[src/rtl/if_slice.sv]
// Instruction-fetch stage: owns the PC, fetches from a req/ack instruction memory and
// hands {instr, PC+1} to decode, with a one-entry skid buffer to absorb stalls.
module if_slice #(
  parameter logic [15:0] RESET_PC  = 16'h0000,
  parameter logic [15:0] NOP_INSTR = 16'h0000,
  parameter logic [3:0]  HALT_OP   = 4'hF
) (
  input  logic        clk,
  input  logic        rst_n,
  input  logic        stall,
  input  logic        redirect,
  input  logic [15:0] redirect_pc,
  output logic        imem_req,
  output logic [15:0] imem_addr,
  input  logic [15:0] imem_rdata,
  input  logic        imem_ack,
  output logic [15:0] instr_out,
  output logic [15:0] PC_inc_out,
  output logic        valid_out,
  output logic        halted
);

  localparam int unsigned W = 16;

  typedef enum logic [1:0] {S_FETCH, S_HOLD, S_HALT} state_e;

  state_e         state_q, state_d;
  logic [W-1:0]   pc_q, pc_d;
  logic [W-1:0]   instr_q, instr_d;
  logic [W-1:0]   pcinc_q, pcinc_d;
  logic [W-1:0]   buf_instr_q, buf_instr_d;
  logic [W-1:0]   buf_pcinc_q, buf_pcinc_d;
  logic           valid_q, valid_d;
  logic           halted_q, halted_d;
  logic [W-1:0]   pc_plus1;
  logic           rdata_is_halt;
  logic           buf_is_halt;

  assign pc_plus1      = pc_q + W'(1);
  assign rdata_is_halt = (imem_rdata[W-1:W-4] == HALT_OP);
  assign buf_is_halt   = (buf_instr_q[W-1:W-4] == HALT_OP);

  // Request is a state decode, but must drop immediately while reset is held
  assign imem_req   = rst_n && (state_q == S_FETCH);
  assign imem_addr  = pc_q;
  assign instr_out  = instr_q;
  assign PC_inc_out = pcinc_q;
  assign valid_out  = valid_q;
  assign halted     = halted_q;

  // Next-state: redirect beats stall beats normal flow
  always_comb begin
    state_d     = state_q;
    pc_d        = pc_q;
    instr_d     = instr_q;
    pcinc_d     = pcinc_q;
    buf_instr_d = buf_instr_q;
    buf_pcinc_d = buf_pcinc_q;
    valid_d     = valid_q;
    halted_d    = halted_q;

    if (redirect) begin
      state_d     = S_FETCH;
      pc_d        = redirect_pc;
      instr_d     = NOP_INSTR;
      valid_d     = 1'b0;
      halted_d    = 1'b0;
      buf_instr_d = NOP_INSTR;
      buf_pcinc_d = '0;
    end else begin
      case (state_q)
        S_FETCH: begin
          if (imem_ack && stall) begin
            buf_instr_d = imem_rdata;
            buf_pcinc_d = pc_plus1;
            state_d     = S_HOLD;
          end else if (imem_ack) begin
            instr_d = imem_rdata;
            pcinc_d = pc_plus1;
            valid_d = 1'b1;
            if (rdata_is_halt) begin
              state_d  = S_HALT;
              halted_d = 1'b1;
            end else begin
              pc_d = pc_plus1;
            end
          end else if (!stall) begin
            instr_d = NOP_INSTR;
            valid_d = 1'b0;
          end
        end
        S_HOLD: begin
          if (!stall) begin
            instr_d = buf_instr_q;
            pcinc_d = buf_pcinc_q;
            valid_d = 1'b1;
            if (buf_is_halt) begin
              state_d  = S_HALT;
              halted_d = 1'b1;
            end else begin
              pc_d    = pc_plus1;
              state_d = S_FETCH;
            end
          end
        end
        S_HALT: begin
          state_d = S_HALT;
        end
        default: begin
          state_d = S_FETCH;
        end
      endcase
    end
  end

  always_ff @(posedge clk) begin
    if (!rst_n) begin
      state_q     <= S_FETCH;
      pc_q        <= RESET_PC;
      instr_q     <= NOP_INSTR;
      pcinc_q     <= '0;
      buf_instr_q <= NOP_INSTR;
      buf_pcinc_q <= '0;
      valid_q     <= 1'b0;
      halted_q    <= 1'b0;
    end else begin
      state_q     <= state_d;
      pc_q        <= pc_d;
      instr_q     <= instr_d;
      pcinc_q     <= pcinc_d;
      buf_instr_q <= buf_instr_d;
      buf_pcinc_q <= buf_pcinc_d;
      valid_q     <= valid_d;
      halted_q    <= halted_d;
    end
  end

endmodule

[config.mk]
export PLATFORM = sky130hd
export DESIGN_NAME = if_slice
export DESIGN_NICKNAME = d
export VERILOG_FILES = /design/src/rtl/if_slice.sv
export SDC_FILE = /design/constraint.sdc
export NUM_CORES = 1
export LEC_CHECK = 0
export BUFFER_PORTS_ARGS = -buffer_cell sky130_fd_sc_hd__buf_2
export CORE_MARGIN = 5
export CORE_UTILIZATION = 57
export CTS_CLUSTER_SIZE = 16
export DETAILED_ROUTE_END_ITERATION = 8
export PLACE_DENSITY = 0.9
export SLEW_MARGIN = 10
export SYNTH_ARGS = -nofsm -noshare
export SYNTH_HDL_FRONTEND = slang
export SYNTH_SLANG_ARGS = --single-unit
[constraint.sdc]
create_clock -name clk -period 3.7 [get_ports clk]
set_input_delay 0.555 -clock clk [delete_from_list [all_inputs] [get_ports clk]]
set_output_delay 0.555 -clock clk [all_outputs]
set_load 0.005 [all_outputs]
==> key figures <==
Run status
  – Status: finished, final reports clean

Timing
  – Worst-Margin Slew: 1.16 ns
  – Setup-failing EPs final: 0
  – Clock skew: between 0.01 and 0.015 ns
  – Pins over their slew limit: 0
  – Hold Vio Cnt, Final: 0
  – Setup ws final: between 1 and 1.5 ns
  – Setup TNS: 0 ns
  – RSZ-0062 raised after global routing: no
  – Fmax: roughly 0.38 GHz
  – Period minus WS final: roughly 2.6 ns
  – Relative slew slack: 0.227
  – Crit share post-route: 0.705

Detailed routing
  – Vias post-DR: roughly 3.6k
  – WL per Instance: approximately 16 um
  – Vias per cell: 6.11
  – DR DRC count: 0
  – Final wirelength: just under 10 mm
  – DRT Pass-1 Iters: 5
  – Initial DRC Count: 330
  – Routed Antenna Nets: 0

Finish
  – Util after Layout: 0.685
  – Share of cells above drive strength 1: 0.225
  – # diodes: 0
  – Most frequent cells in the layout: buf_2, dfxtp_1, nor2_1
  – Area grow syn2layout: 16.9%
  – Commonest non-fill, non-tap cell in the layout: buf_2
  – Final nets: approximately 550

Pwr
  – Power Density: 445 mW/mm2
  – P_leak: ~1.7 nW
  – Max VDD drop: 0.327 mV

Floorplan
  – Die span in x: 90.6 um
  – Starting Density: 0.586
  – Rows: 29
  – Die Ht: roughly 91 um
  – Die ar.: ~0.008 mm2
  – Area of the core: between 0.006 and 0.007 mm2
  – I/O Pins: between 80 and 90

Clocking
  – CTS buffer count: 9
  – CTS Root Cell: clkbuf_8
  – CTS Buffer Depth: 2
  – Clock Sinks: 84
  – Clock transition at the registers of the reported paths: 0.09 ns
  – CTS H-tree depth: 3
  – # hold bufs at CTS: 0
  – Cts repair resizes: 0
  – CTS tree: yes
  – Worst skew pair latency: between 0.3 and 0.4 ns
  – Post CTS Setup Buffer Count: 0

Yosys
  – Yosys top cell area share: 0.455
  – Yosys top cell by area: dfxtp_1
  – Synth warn: 0
  – Top area cells in the synthesized netlist: dfxtp_1, a21oi_1, nor2_1
  – Register area share after synthesis: 0.455
  – Mapped Nets: a little under 500
  – Yosys cell types: 42
  – #FFs+latches synth: 84
  – Post-synthesis cell area: between 0.003 and 0.004 mm2
  – Cells after synthesis: approximately 450
  – Average size of a mapped cell: slightly above 8 um2

Placement
  – PortBufs: between 80 and 90
  – Pre-CTS setup slack: around 1.2 ns
  – GPL Wtd Cong: 0.830
  – DPL Wire Length: 6.61 mm

Hold path
  – Hold Path Class: in2reg

Setup path
  – CP peak stage delay: just over 0.9 ns
  – Crit path launch type: register
  – Critical path data required time: slightly below 4 ns
  – CP Cell Sequence: nor2b_1, a32oi_2, nor2_1, and3_1, nor3_1
  – Worst Setup Path Type: reg2reg
  – Worst Path Buf+Inv: 0
  – Worst-path fanout max: 27
  – CP max-delay cell: dfxtp_1
  – Crit end category: register
  – Arr. time, crit path: ~2.9 ns
  – CP delay by family, top: flip-flops

Global routing
  – Overflow after GRT: 0
  – First-pass GRT wire length: 16.2 mm
  – GRT Overall Usage: 0.234
  – Pin count of the biggest net entering global routing: 44
  – Initial antenna violation count: 0
  – Vias in the first global route: 3,403

Job
  – Max-cap violations: 0
==> synthesized netlist by cell type, drive strengths merged <==
library cell / count
a21o: 1
a32oi: 1
nand3: 25
a211o: 1
a31o: 3
nor3: 25
buf: 13
o311ai: 2
dfxtp: 84
a21oi: 47
clkbuf: 23
mux2i: 1
o211ai: 4
and4: 4
nand2b: 4
ha: 1
nor2b: 3
a311oi: 1
o21a: 1
o21ai: 25
a31oi: 1
or3: 1
xor2: 10
nor3b: 1
a211oi: 9
nor2: 52
or2: 1
nand4: 10
xnor2: 15
nand2: 46
o221ai: 5
o311a: 1
and2: 1
and3: 5
inv: 4
a221oi: 16
==> where the power goes <==
group / internal [W] / total [W] / switching [W]
clock: 0.000399 / 0.000728 / 0.000329
combinational: 0.0000863 / 0.000219 / 0.000133
sequential: 0.000939 / 0.000976 / 0.0000375
==> through the flow <==
| stage | cells | hold slack, ns | power, W | instance area (um2) |
|---|---|---|---|---|
| floorplan | 447 | 0.436 | 0.00113 | 3700 |
| global placement | 580 | 0.439 | 0.00120 | 4100 |
| detailed placement | 580 | 0.448 | 0.00121 | 4100 |
| CTS | 596 | 0.428 | 0.00192 | 4320 |
| global route | 596 | 0.450 | 0.00199 | 4320 |
| finish | 596 | 0.432 | 0.00192 | 4320 |
==> worst min-delay path: cells and delay by family <==
family          cells  cell delay, ns
compound gates      1            0.06
buf+inv             1            0.07
simple gates        1            0.06
==> layer usage <==
layer  vias up  routed length, um  track usage
met5         -                  0            0
li1       1731                  -            -
met3        25                712       0.0417
met2       170               4790        0.389
met4         0                217       0.0993
met1      1718               4070        0.297
==> registers in the layout, summed over array words and instances, names as in the netlist <==
signal / cells
valid_out: 1
PC_inc_out: 16
buf_pcinc_q: 16
halted: 1
buf_instr_q: 16
state_q: 2
imem_addr: 16
instr_out: 16
==> path summary, 6_finish.rpt <==
path | start | end | depth (start not counted) | slack (ns)
setup / recovery | state_q[0] | imem_addr[13] | 5 | 1.09
hold / removal | redirect_pc[15] | imem_addr[15] | 3 | 0.43
setup reg to reg | state_q[0] | imem_addr[13] | 5 | 1.09
hold reg to reg | buf_instr_q[11] | buf_instr_q[11] | 2 | 0.46
==> kinds of logic (layout without fill, tap and decap cells) <==
kind of cell	count (synthesis)	count (layout)	share of synthesized area
and+or+nand+nor	178	178	0.222
AOI/OAI and AO/OA	118	118	0.207
DFF	84	84	0.455
buffers and inverters	40	112	0.0504
xor gates and xnor gates	25	25	0.0592
adders and majority gates	1	1	0.00338
muxes	1	1	0.00271
==> cell type report <==
class                      instances  area [um2]
fill                             517        1990
tap                               77        96.3
clock inverter                     6        87.6
sequential                        84        1680
inverter                           4        15.0
timing repair buffer              92         473
multi-input combinational        323        1830
clock buffer                      10         138
(Power assumes the default switching activity.)
